File: config.mk
export PLATFORM = sky130hd
export DESIGN_NAME = div_16bit_arbiter
export DESIGN_NICKNAME = d
export VERILOG_FILES = /design/src/rtl/div_16bit_arbiter.sv
export SDC_FILE = /design/constraint.sdc
export NUM_CORES = 1
export LEC_CHECK = 0
export ABC_AREA = 1
export CORE_MARGIN = 3
export CORE_UTILIZATION = 52
export DETAILED_ROUTE_END_ITERATION = 8
export PLACE_DENSITY = 0.87
export SETUP_SLACK_MARGIN = 0.02
export SLEW_MARGIN = 20
export SYNTH_ARGS = -nofsm -noshare
export SYNTH_HDL_FRONTEND = slang
export SYNTH_SLANG_ARGS = --single-unit
File: constraint.sdc
create_clock -name i_clk -period 7.18 [get_ports i_clk]
set_input_delay 0.718 -clock i_clk [delete_from_list [all_inputs] [get_ports i_clk]]
set_output_delay 0.718 -clock i_clk [all_outputs]
set_load 0.005 [all_outputs]
File: src/rtl/div_16bit_arbiter.sv
// Round-robin arbiter sharing one iterative 16/8 restoring divider among NREQ requesters.
// One quotient bit per cycle, MSB first; result returned on a valid/ready response port.
module div_16bit_arbiter #(
    parameter int unsigned NREQ = 4,
    localparam int unsigned IDW = $clog2(NREQ)
) (
    input  logic                 i_clk,
    input  logic                 i_rst,
    input  logic [NREQ-1:0]      i_req_valid,
    output logic [NREQ-1:0]      o_req_ready,
    input  logic [NREQ*16-1:0]   i_req_a,
    input  logic [NREQ*8-1:0]    i_req_b,
    output logic                 o_rsp_valid,
    input  logic                 i_rsp_ready,
    output logic [IDW-1:0]       o_rsp_id,
    output logic [15:0]          o_rsp_quot,
    output logic [15:0]          o_rsp_rem,
    output logic                 o_rsp_div_zero
);

    typedef enum logic [1:0] {S_IDLE, S_BUSY, S_DONE} state_t;

    state_t           r_state;
    state_t           w_state_nx;
    logic [IDW-1:0]   r_last;
    logic [IDW-1:0]   r_id;
    logic [15:0]      r_a;
    logic [7:0]       r_b;
    logic [15:0]      r_quot;
    logic [7:0]       r_rem;
    logic [4:0]       r_cnt;

    logic             w_grant_any;
    logic [IDW-1:0]   w_grant_id;
    logic [IDW-1:0]   w_idx;
    logic [NREQ-1:0]  w_grant_oh;
    logic [15:0]      w_a_sel;
    logic [7:0]       w_b_sel;
    logic [8:0]       w_rem_sh;
    logic             w_ge;
    logic [7:0]       w_rem_nx;
    logic [15:0]      w_quot_nx;

    // Round-robin search starting one past the last grant
    always_comb begin
        w_grant_any = 1'b0;
        w_grant_id  = '0;
        w_idx       = '0;
        for (int unsigned k = 0; k < NREQ; k++) begin
            w_idx = IDW'((32'(r_last) + k + 32'd1) % NREQ);
            if (!w_grant_any && i_req_valid[w_idx]) begin
                w_grant_any = 1'b1;
                w_grant_id  = w_idx;
            end
        end
    end

    assign w_grant_oh  = w_grant_any ? (NREQ'(1) << w_grant_id) : '0;
    assign o_req_ready = (r_state == S_IDLE && !i_rst) ? w_grant_oh : '0;
    assign w_a_sel     = i_req_a[16*w_grant_id +: 16];
    assign w_b_sel     = i_req_b[8*w_grant_id +: 8];

    // Restoring step; the partial remainder stays below B, so 8 bits hold it
    assign w_rem_sh  = {r_rem, r_a[15]};
    assign w_ge      = (w_rem_sh >= {1'b0, r_b});
    assign w_rem_nx  = 8'(w_ge ? (w_rem_sh - {1'b0, r_b}) : w_rem_sh);
    assign w_quot_nx = {r_quot[14:0], w_ge};

    always_ff @(posedge i_clk) begin
        if (i_rst) r_state <= S_IDLE;
        else       r_state <= w_state_nx;
    end

    always_comb begin
        w_state_nx = r_state;
        case (r_state)
            S_IDLE:  if (w_grant_any) w_state_nx = (w_b_sel == 8'd0) ? S_DONE : S_BUSY;
            S_BUSY:  if (r_cnt == 5'd1) w_state_nx = S_DONE;
            S_DONE:  if (i_rsp_ready) w_state_nx = S_IDLE;
            default: w_state_nx = S_IDLE;
        endcase
    end

    always_ff @(posedge i_clk) begin
        if (i_rst) begin
            r_last         <= IDW'(NREQ - 1);
            r_id           <= '0;
            r_a            <= '0;
            r_b            <= '0;
            r_quot         <= '0;
            r_rem          <= '0;
            r_cnt          <= '0;
            o_rsp_valid    <= 1'b0;
            o_rsp_id       <= '0;
            o_rsp_quot     <= '0;
            o_rsp_rem      <= '0;
            o_rsp_div_zero <= 1'b0;
        end else begin
            case (r_state)
                S_IDLE: begin
                    if (w_grant_any) begin
                        r_a    <= w_a_sel;
                        r_b    <= w_b_sel;
                        r_id   <= w_grant_id;
                        r_last <= w_grant_id;
                        r_quot <= '0;
                        r_rem  <= '0;
                        r_cnt  <= 5'd16;
                        if (w_b_sel == 8'd0) begin
                            o_rsp_valid    <= 1'b1;
                            o_rsp_id       <= w_grant_id;
                            o_rsp_quot     <= 16'hFFFF;
                            o_rsp_rem      <= '0;
                            o_rsp_div_zero <= 1'b1;
                        end
                    end
                end
                S_BUSY: begin
                    r_a    <= {r_a[14:0], 1'b0};
                    r_rem  <= w_rem_nx;
                    r_quot <= w_quot_nx;
                    r_cnt  <= r_cnt - 5'd1;
                    if (r_cnt == 5'd1) begin
                        o_rsp_valid    <= 1'b1;
                        o_rsp_id       <= r_id;
                        o_rsp_quot     <= w_quot_nx;
                        o_rsp_rem      <= {8'h00, w_rem_nx};
                        o_rsp_div_zero <= 1'b0;
                    end
                end
                S_DONE: begin
                    if (i_rsp_ready) o_rsp_valid <= 1'b0;
                end
                default: ;
            endcase
        end
    end

endmodule

== Yosys cells after proc, flatten, opt, wreduce, memory -nomap -nowiden ==
Cells that the tools add are included.

* Add/sub/neg operators: 8
* $lt $le $gt $ge: 5
* Equal/unequal tests: 7
* Shift operators: 3
* Multiplexer cells: 51
* Reduce and logical (&&, ||, !) cells: 17

{| class="wikitable"
|+ Operators by type and width
! cell !! count
|-
| two-way mux 16 bit || 7
|-
| case mux 16 bit (2 select lines) || 3
|-
| indexed part select 64 x 7 -> 16 bit || 1
|-
| indexed part select 32 x 6 -> 8 bit || 1
|-
| case mux 15 bit (2 select lines) || 1
|-
| two-way mux 2 bit || 11
|-
| two-way mux 8 bit || 2
|-
| case mux 8 bit (2 select lines) || 1
|-
| two-way mux 15 bit || 1
|-
| two-way mux 1 bit || 13
|-
| less-than comparator 2 x 3 -> 1 bit, second input constant || 4
|-
| case mux 5 bit (2 select lines) || 1
|-
| greater-or-equal comparator 9 x 8 -> 1 bit || 1
|-
| adder 2 x 1 -> 2 bit, second input constant || 4
|-
| binary-select mux 1 bit (select 2 bit) || 4
|-
| zero test 8 bit || 1
|-
| two-way mux 4 bit || 2
|-
| subtractor 8 bit || 1
|-
| != test 2 bit, second input constant || 3
|-
| case mux 2 bit (3 select lines) || 1
|-
| == test 5 x 1 -> 1 bit, second input constant || 1
|-
| two-way mux 5 bit || 1
|-
| AND reduction 5 bit || 1
|-
| subtractor 5 x 1 -> 5 bit, second input constant || 1
|-
| 16 further kinds || 24
|}

* Register bits after elaboration: 94
* Input bits: 103
* Output and inout port bits: 40
* Logic and storage cells: 104

== Depth between registers and ports, before layout ==
Gate-level depths: netlist of the first run.

* Depth after elaboration: 18
* Depth in mapped cells: 24

== Worst setup path after synthesis of the first run ==
OpenSTA, ideal clock, no wires.

* Path type: input -> register
* Start point: in i_req_valid[3]
* End point: reg o_rsp_rem[0]
* Setup time: 0.115 ns
* Arrival time: 2.491 ns
* Required time: 7.065 ns
* Slack: 4.574 ns
* Stages on the path: 21
* Path buffers: 3
* Cell sequence: nand2_1 nand2_1 nand2_1 nand2_1 nor2_2 nand2_1 nand2_1 nand2_1 buf_4 buf_6 nand3_1 nand2_1 nor2_2 nand2_1 nor2_2 nand2_1 nand2_2 buf_4 nand3_1 nand2_1 nor2_1

* Word-level cells in the longest chain between the ends: 16
* Elaborated cells on any way between the ends: 27
* Classes of those cells: eq/ne: 2; shift: 1; mux: 16; reduce/logical: 8

{| class="wikitable"
|+ Ends and longest elaborated chain
! what !! RTL line !! RTL
|-
| from (decl) || 9 || <nowiki>input logic [NREQ-1:0] i_req_valid,</nowiki>
|-
| binary-select mux 1 bit (select 2 bit) || 51 || <nowiki>if (!w_grant_any && i_req_valid[w_idx]) begin</nowiki>
|-
| two-way mux 1 bit (implied by the code) || 51 ||
|-
| two-way mux 1 bit || 51 ||
|-
| zero test 1 bit || 51 ||
|-
| logical AND 1 bit || 51 ||
|-
| two-way mux 1 bit || 51 ||
|-
| zero test 1 bit || 51 ||
|-
| logical AND 1 bit || 51 ||
|-
| two-way mux 1 bit || 51 ||
|-
| zero test 1 bit || 51 ||
|-
| logical AND 1 bit || 51 ||
|-
| two-way mux 2 bit || 51 ||
|-
| indexed part select 32 x 6 -> 8 bit || 61 || <nowiki>assign w_b_sel = i_req_b[8*w_grant_id +: 8];</nowiki>
|-
| zero test 8 bit || 109 || <nowiki>if (w_b_sel == 8'd0) begin</nowiki>
|-
| != test 2 x 1 -> 1 bit (no line) || n/a ||
|-
| AND reduction 4 bit (no line) (*) || n/a ||
|-
| to (signal assigned) || 127 || <nowiki>o_rsp_rem <= {8'h00, w_rem_nx};</nowiki>
|-
| to (decl) || 17 || <nowiki>output logic [15:0] o_rsp_rem,</nowiki>
|}

Mark *: on every way between the ends. The rest lies on a longest branch, timed or not. The select of a mux whose other input is x is not followed.
A chain may end at the register's enable or synchronous reset.

== Worst setup path in the final report of the first run ==
* Start point: in i_req_valid[3]
* End point: out o_req_ready[1]

* Word-level cells in the longest chain between the ends: 15
* Elaborated cells on any way between the ends: 25
* Classes of those cells: shift: 1; mux: 18; reduce/logical: 6

{| class="wikitable"
|+ Ends and longest elaborated chain
! what !! RTL line !! RTL
|-
| binary-select mux 1 bit (select 2 bit) || 51 ||
|-
| two-way mux 1 bit (implied by the code) || 51 ||
|-
| two-way mux 1 bit || 51 ||
|-
| zero test 1 bit || 51 ||
|-
| logical AND 1 bit || 51 ||
|-
| two-way mux 1 bit || 51 ||
|-
| zero test 1 bit || 51 ||
|-
| logical AND 1 bit || 51 ||
|-
| two-way mux 1 bit || 51 ||
|-
| zero test 1 bit || 51 ||
|-
| logical AND 1 bit || 51 ||
|-
| two-way mux 2 bit || 51 ||
|-
| left shift 1 x 2 -> 4 bit || 58 || <nowiki>assign w_grant_oh = w_grant_any ? (NREQ'(1) << w_grant_id) : '0;</nowiki>
|-
| two-way mux 4 bit (*) || 58 ||
|-
| two-way mux 4 bit (*) || 59 || <nowiki>assign o_req_ready = (r_state == S_IDLE && !i_rst) ? w_grant_oh : '0;</nowiki>
|-
| to (decl) || 10 || <nowiki>output logic [NREQ-1:0] o_req_ready,</nowiki>
|}

Marks and branches as above.

==> metrics.yaml, run 1 <==
run_status:
  status: "finished clean"
synthesis:
  synth-warning-count: 0
  syn_area_um2: 4900
  synthDistinctLibCells: 36
  yosys.area.top_type_share: 0.351
  ys_top_cells_by_area: "dfxtp_1, nand2_1, a21oi_1"
  yosysSeqAreaShare: 0.351
  postSynthAreaPerCell_um2: 6.72
  ys_seq_elements: 86
  netlist_instances: 730
  synth_top_cell_by_area: "dfxtp_1"
grt:
  grt_max_degree: 49
  overflow: 0
  grt_antenna_before_repair: 0
  grt_pass1_vias: 4874
  grt_usage: 0.252
  grt_pass1_wl_mm: 21.7
cts:
  cts.clk_slew.worst_paths_ns: 0.08
  clockBufferDepth: 2
  post-cts-setup-buffers: 0
  ctsHoldBuffers: 0
  clkSinkCount: 86
  clockRootBuffer: "clkbuf_8"
  cts_resized: 0
  cts_buffers: 9
  cts_tree: "yes"
  htree_levels: 3
  clk_latency_ns: 0.35
die:
  rows: 34
  die_h_um: 103
  initial_core_util: 0.549
  core_um2: 8930
  io_pins: 143
  die_w_um: 103
  die_area_um2: 10600
timing:
  finalHoldViolCount: 0
  clock.fmax_mhz: 239
  relSlewSlack: 0.330
  min_period_ns: 4.19
  setup_viol: 0
  worstMarginPinSlew_ns: 1.00
  fin_skew_ns: 0.0135
  drv_slew: 0
  whs_ns: 0.453
  rsz0062_at_grt: "false"
  fin_tns_setup_ns: 0
  finalCritPeriodShare: 0.584
pwr:
  p_per_area_nw_per_um2: 467
  p_leak_nw: 2.71
  peakVddDrop_v: 0.000202
detailed_routing:
  postRouteAntennaNets: 0
  drc: 0
  routed_wl_mm: 13.2
  drt_pass1_iterations: 6
  vias_per_cell: 5.51
  wl_per_cell_um: 13.9
  via_count: 5226
  drt_iter0_markers: 290
layout:
  drive_gt1_frac: 0.0559
  multi_input_area_um2: 2660
  ff_latch_area_um2: 1720
  finish.instance_area_um2: 6310
  antenna_cells: 0
  final_cell_mix: "nand2_1, clkdlybuf4s50_1, dfxtp_1, a21oi_1, nand3_1"
  final_common_cell: "nand2_1"
  n_fill_cell: 747
  synthToLayoutAreaGrowth_pct: 28.8
  nets: 952
  utilization: 0.707
setup_path:
  critical_path_class: "in -> out"
  crit_required_ns: 6.46
  crit_arrival_ns: 3.47
  cp-end-kind: "primary output"
  cp_max_fo: 21
  cp-start-kind: "input port"
place:
  placed_area_um2: 6140
  dp_hpwl_mm: 9.69
  io_buffers: 134
  gp_congestion: 0.920
worst_hold_path:
  min_path_type: "reg -> reg"
flow_run:
  cap_violations: 0
[through the flow]
stage          setup slack, ns  cells  total power, mW
6_report                  2.99    949             2.95
5_1_grt                   2.58    949             3.24
4_1_cts                   3.01    949             2.94
3_5_place_dp              2.65    935             2.61
3_3_place_gp              2.84    935             2.55
2_1_floorplan             4.57    737             2.20
[registers in the layout, indices dropped and copies added (netlist names)]
name / flops
o_rsp_div_zero: 1
r_cnt: 5
o_rsp_rem: 8
r_b: 8
r_a: 16
r_state: 2
r_quot: 15
r_id: 2
r_rem: 8
o_rsp_valid: 1
o_rsp_id: 2
o_rsp_quot: 16
r_last: 2
[logic make-up after synthesis]
| group | Yosys count | synth area share |
|---|---|---|
| AO/OA/AOI/OAI | 149 | 0.191 |
| flip-flops | 86 | 0.351 |
| other | 1 | 0.000765 |
| buffers and inverters | 114 | 0.111 |
| AND/OR/NAND/NOR | 364 | 0.307 |
| adder cells (fa/ha/maj) | 11 | 0.0296 |
| XOR/XNOR | 5 | 0.00893 |
[path summary, 6_finish.rpt]
check	slack, ns	from	cells past startpoint	to
worst max-delay path	2.99	i_req_valid[3]	12	o_req_ready[1]
worst min-delay path	0.45	o_rsp_quot[12]$_SDFFE_PP0P_	2	o_rsp_quot[12]$_SDFFE_PP0P_
worst max register to register	3.09	r_last[0]$_SDFFE_PP1P_	20	o_rsp_div_zero$_SDFFE_PP0P_
worst min register to register	0.45	o_rsp_quot[12]$_SDFFE_PP0P_	2	o_rsp_quot[12]$_SDFFE_PP0P_
[cell usage after synthesis]
library cell and number:
nand2_4 1, buf_6 5, o21ai_1 1, buf_2 6, a21oi_1 70, nor2_2 7, a211oi_1 1, a32o_1 1
a22oi_1 12, nand2_2 4, xnor2_1 2, o21ai_0 11, nand2_1 235, xor2_1 3, o221ai_1 9, o31ai_1 15
a31oi_1 3, nand4_1 3, o211ai_1 16, fa_1 1, or2_2 1, dfxtp_1 86, dlygate4sd1_1 3, clkbuf_1 20
a21oi_2 10, inv_1 62, ha_1 10, buf_4 12, nor3_1 6, inv_2 3, dlygate4sd3_1 2, nor2_1 40
nand3_1 66, conb_1 1, nand3_2 1, buf_1 1
[worst max-delay path: stages]
cell and delay (ns):
clkdlybuf4s50_1 0.53, nand2_1 0.11, nand2_1 0.13, nand2_1 0.06
nand2_1 0.11, nor2_2 0.07, nand2_1 0.07, nand2_1 0.05
nand2_1 0.47, inv_1 0.34, nor3_1 0.27, clkdlybuf4s50_1 0.54
[where the power goes]
group	internal, mW	total, mW	switching (mW)
clock	0.157	0.323	0.166
sequential	0.614	0.703	0.0894
combinational	0.695	1.92	1.23
total	1.47	2.95	1.48
[area by class of cell]
cell class	count	share of cell area
multi-input combinational	537	0.422
timing repair buffer	139	0.218
sequential	86	0.273
clock inverter	4	0.00793
inverter	65	0.0386
clock buffer	10	0.0202
tap	108	0.0214
[routing by layer]
| layer | up-vias | GRT usage | wire [um] |
|---|---|---|---|
| met5 | - | 0 | 0 |
| met4 | 0 | 0.0717 | 280 |
| met3 | 33 | 0.0528 | 826 |
| met2 | 199 | 0.461 | 6910 |
| met1 | 2381 | 0.296 | 5210 |
| li1 | 2613 | - | - |
Power figures use the tool's default switching activity.
==> inputs of run 2 (changes only) <==
--- a/config.mk
+++ b/config.mk
@@ -7,9 +7,9 @@
 export LEC_CHECK = 0
 export ABC_AREA = 1
 export CORE_MARGIN = 3
-export CORE_UTILIZATION = 52
+export CORE_UTILIZATION = 43
 export DETAILED_ROUTE_END_ITERATION = 8
-export PLACE_DENSITY = 0.87
+export PLACE_DENSITY = 0.77
 export SETUP_SLACK_MARGIN = 0.02
 export SLEW_MARGIN = 20
 export SYNTH_ARGS = -nofsm -noshare
==> constraint.sdc (replaced) <==
create_clock -name i_clk -period 3.7 [get_ports i_clk]
set_input_delay 0.37 -clock i_clk [delete_from_list [all_inputs] [get_ports i_clk]]
set_output_delay 0.37 -clock i_clk [all_outputs]
set_load 0.005 [all_outputs]
==> metrics.yaml, run 2 (synthesis gave the netlist of run 1 again) <==
run_status:
  status: "finished clean"
timing:
  fin_tns_setup_ns: 0
  clock.fmax_mhz: 295
  rsz0062_at_grt: "false"
  finalHoldViolCount: 0
  worstMarginPinSlew_ns: 1.07
  finalCritPeriodShare: 0.917
  relSlewSlack: 0.283
  drv_slew: 0
  setup_viol: 0
  fin_skew_ns: 0.00615
  min_period_ns: 3.39
setup_path:
  crit_arrival_ns: 3.02
  crit_required_ns: 3.33
  cp-end-kind: "primary output"
  critical_path_class: "reg -> out"
  cp-start-kind: "flop"
  cp_max_fo: 11
detailed_routing:
  wl_per_cell_um: 13.3
  drt_pass1_iterations: 4
  via_count: 5107
  vias_per_cell: 5.16
  routed_wl_mm: 13.2
  drc: 0
  postRouteAntennaNets: 0
  drt_iter0_markers: 231
grt:
  grt_usage: 0.207
  grt_pass1_wl_mm: 22.4
  overflow: 0
  grt_antenna_before_repair: 0
  grt_max_degree: 49
  grt_pass1_vias: 5008
die:
  io_pins: 143
  initial_core_util: 0.446
  die_h_um: 113
  die_area_um2: 12700
  rows: 38
  die_w_um: 113
  core_um2: 11000
pwr:
  p_per_area_nw_per_um2: 934
  p_total_mw: 6.10
  peakVddDrop_v: 0.000490
  p_leak_nw: 2.81
place:
  dp_hpwl_mm: 9.98
  gp_congestion: 0.818
  placed_area_um2: 6240
  io_buffers: 134
layout:
  nets: 960
  synthToLayoutAreaGrowth_pct: 33.2
  utilization: 0.595
  reg_top3: "o_rsp_quot x16, r_a x16, r_quot x15"
  final_cell_mix: "nand2_1, clkdlybuf4s50_1, dfxtp_1, a21oi_1, nand3_1"
  drive_gt1_frac: 0.0659
  antenna_cells: 0
  final_common_cell: "nand2_1"
  n_fill_cell: 977
  finish.instance_area_um2: 6530
cts:
  clkSinkCount: 86
  cts_buffers: 9
  htree_levels: 3
  cts.clk_slew.worst_paths_ns: 0.06
  cts_tree: "yes"
  cts_resized: 0
  post-cts-setup-buffers: 0
  clk_latency_ns: 0.33
  clockBufferDepth: 2
  ctsHoldBuffers: 0
  clockRootBuffer: "clkbuf_16"
worst_hold_path:
  min_path_type: "in -> reg"
flow_run:
  cap_violations: 0
==> run 2: final timing paths <==
kind	start	depth (start not counted)	slack, ns	endpoint
hold / removal	i_rst	4	0.43	o_rsp_div_zero$_SDFFE_PP0P_
setup / recovery	r_last[0]$_SDFFE_PP1P_	11	0.31	o_req_ready[3]
hold reg to reg	o_rsp_quot[1]$_SDFFE_PP0P_	2	0.45	o_rsp_quot[1]$_SDFFE_PP0P_
setup reg to reg	r_last[0]$_SDFFE_PP1P_	14	0.44	r_a[3]$_SDFFE_PP0P_
==> run 2: metal layers <==
layer	wire length (um)	global-route usage
met2	6770	0.373
met3	719	0.0417
met1	5500	0.248
met5	0	0
met4	193	0.0641
==> run 2: power breakdown <==
| part | internal (mW) | switching, mW | leakage [nW] | total [mW] |
|---|---|---|---|---|
| registers | 1.19 | 0.171 | 0.706 | 1.36 |
| logic | 1.43 | 2.41 | 1.96 | 3.84 |
| clock network | 0.524 | 0.372 | 0.138 | 0.896 |
| total | 3.15 | 2.95 | 2.81 | 6.10 |
==> run 2: worst max-delay path, stage by stage (launching register included) <==
cell and delay (ns):
dfxtp_1 0.55, inv_2 0.18, nand2_1 0.11, nand2_2 0.08
nand2_1 0.06, nand2_1 0.08, nand3_1 0.21, nand2_1 0.21
nor2_1 0.31, inv_1 0.14, nor3_1 0.19, clkdlybuf4s50_1 0.58
==> run 2: layout make-up <==
| class | count | area [um^2] | area share |
|---|---|---|---|
| multi-input cells | 537 | 2660 | 0.408 |
| well taps | 140 | 175 | 0.0268 |
| repair buffers | 147 | 1430 | 0.219 |
| clock inverters | 6 | 71.3 | 0.0109 |
| inverters | 65 | 244 | 0.0373 |
| flip-flops and latches | 86 | 1720 | 0.264 |
| clock buffers | 9 | 225 | 0.0345 |
==> run 2: stage by stage <==
step                      cells  worst slack [ns]  hold WS (ns)
after global placement      975             0.408         0.443
after floorplan             737              1.30         0.441
after global routing        990            0.0361         0.459
after detailed placement    975             0.397         0.439
final                       990             0.306         0.433
after CTS                   990             0.266         0.450
==> inputs of run 3 (changes only) <==
--- a/config.mk
+++ b/config.mk
@@ -6,7 +6,8 @@
 export NUM_CORES = 1
 export LEC_CHECK = 0
 export ABC_AREA = 1
-export CORE_MARGIN = 3
+export ABC_CLOCK_PERIOD_IN_PS = 2760
+export CORE_MARGIN = 2
 export CORE_UTILIZATION = 43
 export DETAILED_ROUTE_END_ITERATION = 8
 export PLACE_DENSITY = 0.77
==> constraint.sdc (replaced) <==
create_clock -name i_clk -period 2.76 [get_ports i_clk]
set_input_delay 0.276 -clock i_clk [delete_from_list [all_inputs] [get_ports i_clk]]
set_output_delay 0.276 -clock i_clk [all_outputs]
set_load 0.005 [all_outputs]
==> metrics.yaml, run 3 (synthesis gave the netlist of run 1 again) <==
layout:
  n_fill_cell: 926
  nets: 1005
  final_common_cell: "nand2_1"
  synthToLayoutAreaGrowth_pct: 47.0
  reg_top3: "o_rsp_quot x16, r_a x16, r_quot x15"
  antenna_cells: 0
  finish.instance_area_um2: 7210
  utilization: 0.656
  layout.cells.non_filler: 1036
  final_cell_mix: "nand2_1, clkdlybuf4s50_1, dfxtp_1, a21oi_1, nand3_1"
  drive_gt1_frac: 0.156
pwr:
  p_per_area_nw_per_um2: 1400
  peakVddDrop_v: 0.000823
  p_total_mw: 10.1
  p_leak_nw: 3.16
grt:
  grt_pass1_wl_mm: 23.4
  grt_max_degree: 49
  overflow: 0
  grt_pass1_vias: 5167
  grt_usage: 0.224
  grt_antenna_before_repair: 0
die:
  core_um2: 11000
  die_area_um2: 12300
  initial_core_util: 0.446
  rows: 38
  die_w_um: 111
  die_h_um: 111
  io_pins: 143
timing:
  drv_slew: 0
  rsz0062_at_grt: "true"
  min_period_ns: 2.71
  fin_tns_setup_ns: 0
  setup_viol: 0
  worstMarginPinSlew_ns: 0.593
  clock.fmax_mhz: 369
  fin_skew_ns: 0.00970
  finalCritPeriodShare: 0.983
  finalHoldViolCount: 0
  relSlewSlack: 0.604
  whs_ns: 0.206
  timing.final.ws_setup_ns: 0.0483
detailed_routing:
  via_count: 5531
  drc: 0
  routed_wl_mm: 15.2
  drt_pass1_iterations: 6
  vias_per_cell: 5.34
  drt_iter0_markers: 312
  wl_per_cell_um: 14.7
  postRouteAntennaNets: 0
cts:
  cts_tree: "yes"
  clkSinkCount: 86
  clk_latency_ns: 0.34
  cts_buffers: 9
  htree_levels: 3
  ctsHoldBuffers: 0
  clockBufferDepth: 2
  clockRootBuffer: "clkbuf_16"
  cts.clk_slew.worst_paths_ns: 0.06
setup_path:
  critPathBufInv: 4
  cp-start-kind: "flop"
  critical_path_class: "reg -> reg"
  cp-end-kind: "flop"
  cp_slowest_cell: "dfxtp_4"
  crit_family: "simple AND/OR/NAND/NOR gates"
  crit_required_ns: 3.04
  cp_max_fo: 9
  crit_arrival_ns: 2.99
  slowest_delay_ns: 0.36
  path_cells: "buf_8 > nand2_1 > nand2_2 > nand2_2 > nand2_4 > nor2_4 > nand2_1 > nand2_2 > nand2_4 > buf_4 > clkbuf_16 > nand3_1 > nand2_1 > nor2_2 > nand2_1 > nor2_2 > nand2_2 > nand2_8 > nand2_8 > clkbuf_16 > a21oi_2"
place:
  io_buffers: 134
  dp_hpwl_mm: 10.5
  dp.cells: 1000
  gp_congestion: 0.921
  placed_area_um2: 6490
  dpl_worst_slack_ns: -0.280
flow_run:
  cap_violations: 0
run_status:
  status: "finished clean"
worst_hold_path:
  min_path_type: "in -> reg"
-- run 3: power by group --
group	total (mW)	internal [mW]	switching (mW)
combinational	7.11	3.16	3.94
sequential	1.83	1.61	0.226
clock	1.12	0.616	0.504
-- run 3: repair_timing --
action / CTS / global route
endpoints found under the setup margin: 32 / 49
cloned: 0 / 7
pin swaps: 2 / 14
buffers inserted: 2 / 11
resized for setup: 9 / 59
endpoints found under the hold margin: 0 / 0
-- run 3: layout make-up --
type,count,area (um^2),share of cell area
well taps,140,175,0.0243
clock inverters,6,45.0,0.00625
repair buffers,190,1930,0.267
repair inverters,1,7.51,0.00104
flip-flops and latches,86,1730,0.240
multi-input cells,538,2840,0.395
inverters,65,250,0.0347
clock buffers,10,229,0.0318
-- run 3: worst paths after layout --
| path | startpoint | end | slack, ns | cells past startpoint |
|---|---|---|---|---|
| hold / removal | i_rst | r_id[0]$_SDFFE_PP0P_ | 0.21 | 2 |
| setup reg to reg | r_last[0]$_SDFFE_PP1P_ | o_rsp_quot[5]$_SDFFE_PP0P_ | 0.05 | 21 |
| hold reg to reg | o_rsp_quot[6]$_SDFFE_PP0P_ | o_rsp_quot[6]$_SDFFE_PP0P_ | 0.46 | 2 |
| setup / recovery | r_last[0]$_SDFFE_PP1P_ | o_rsp_quot[5]$_SDFFE_PP0P_ | 0.05 | 21 |
-- run 3: layer usage --
| metal | vias to the layer above | wire [um] | GRT usage |
|---|---|---|---|
| met5 | - | 0 | 0 |
| met4 | 0 | 375 | 0.0708 |
| met3 | 41 | 832 | 0.0454 |
| met2 | 204 | 7780 | 0.407 |
| met1 | 2572 | 6220 | 0.265 |
| li1 | 2714 | - | - |
-- run 3: worst reg2reg max path: cells and delay by family (launching register included) --
kind                   cells  cell delay (ns)
AO/OA/AOI/OAI              1             0.11
flip-flops                 1             0.36
buffers and inverters      4             0.62
AND/OR/NAND/NOR           16             1.53
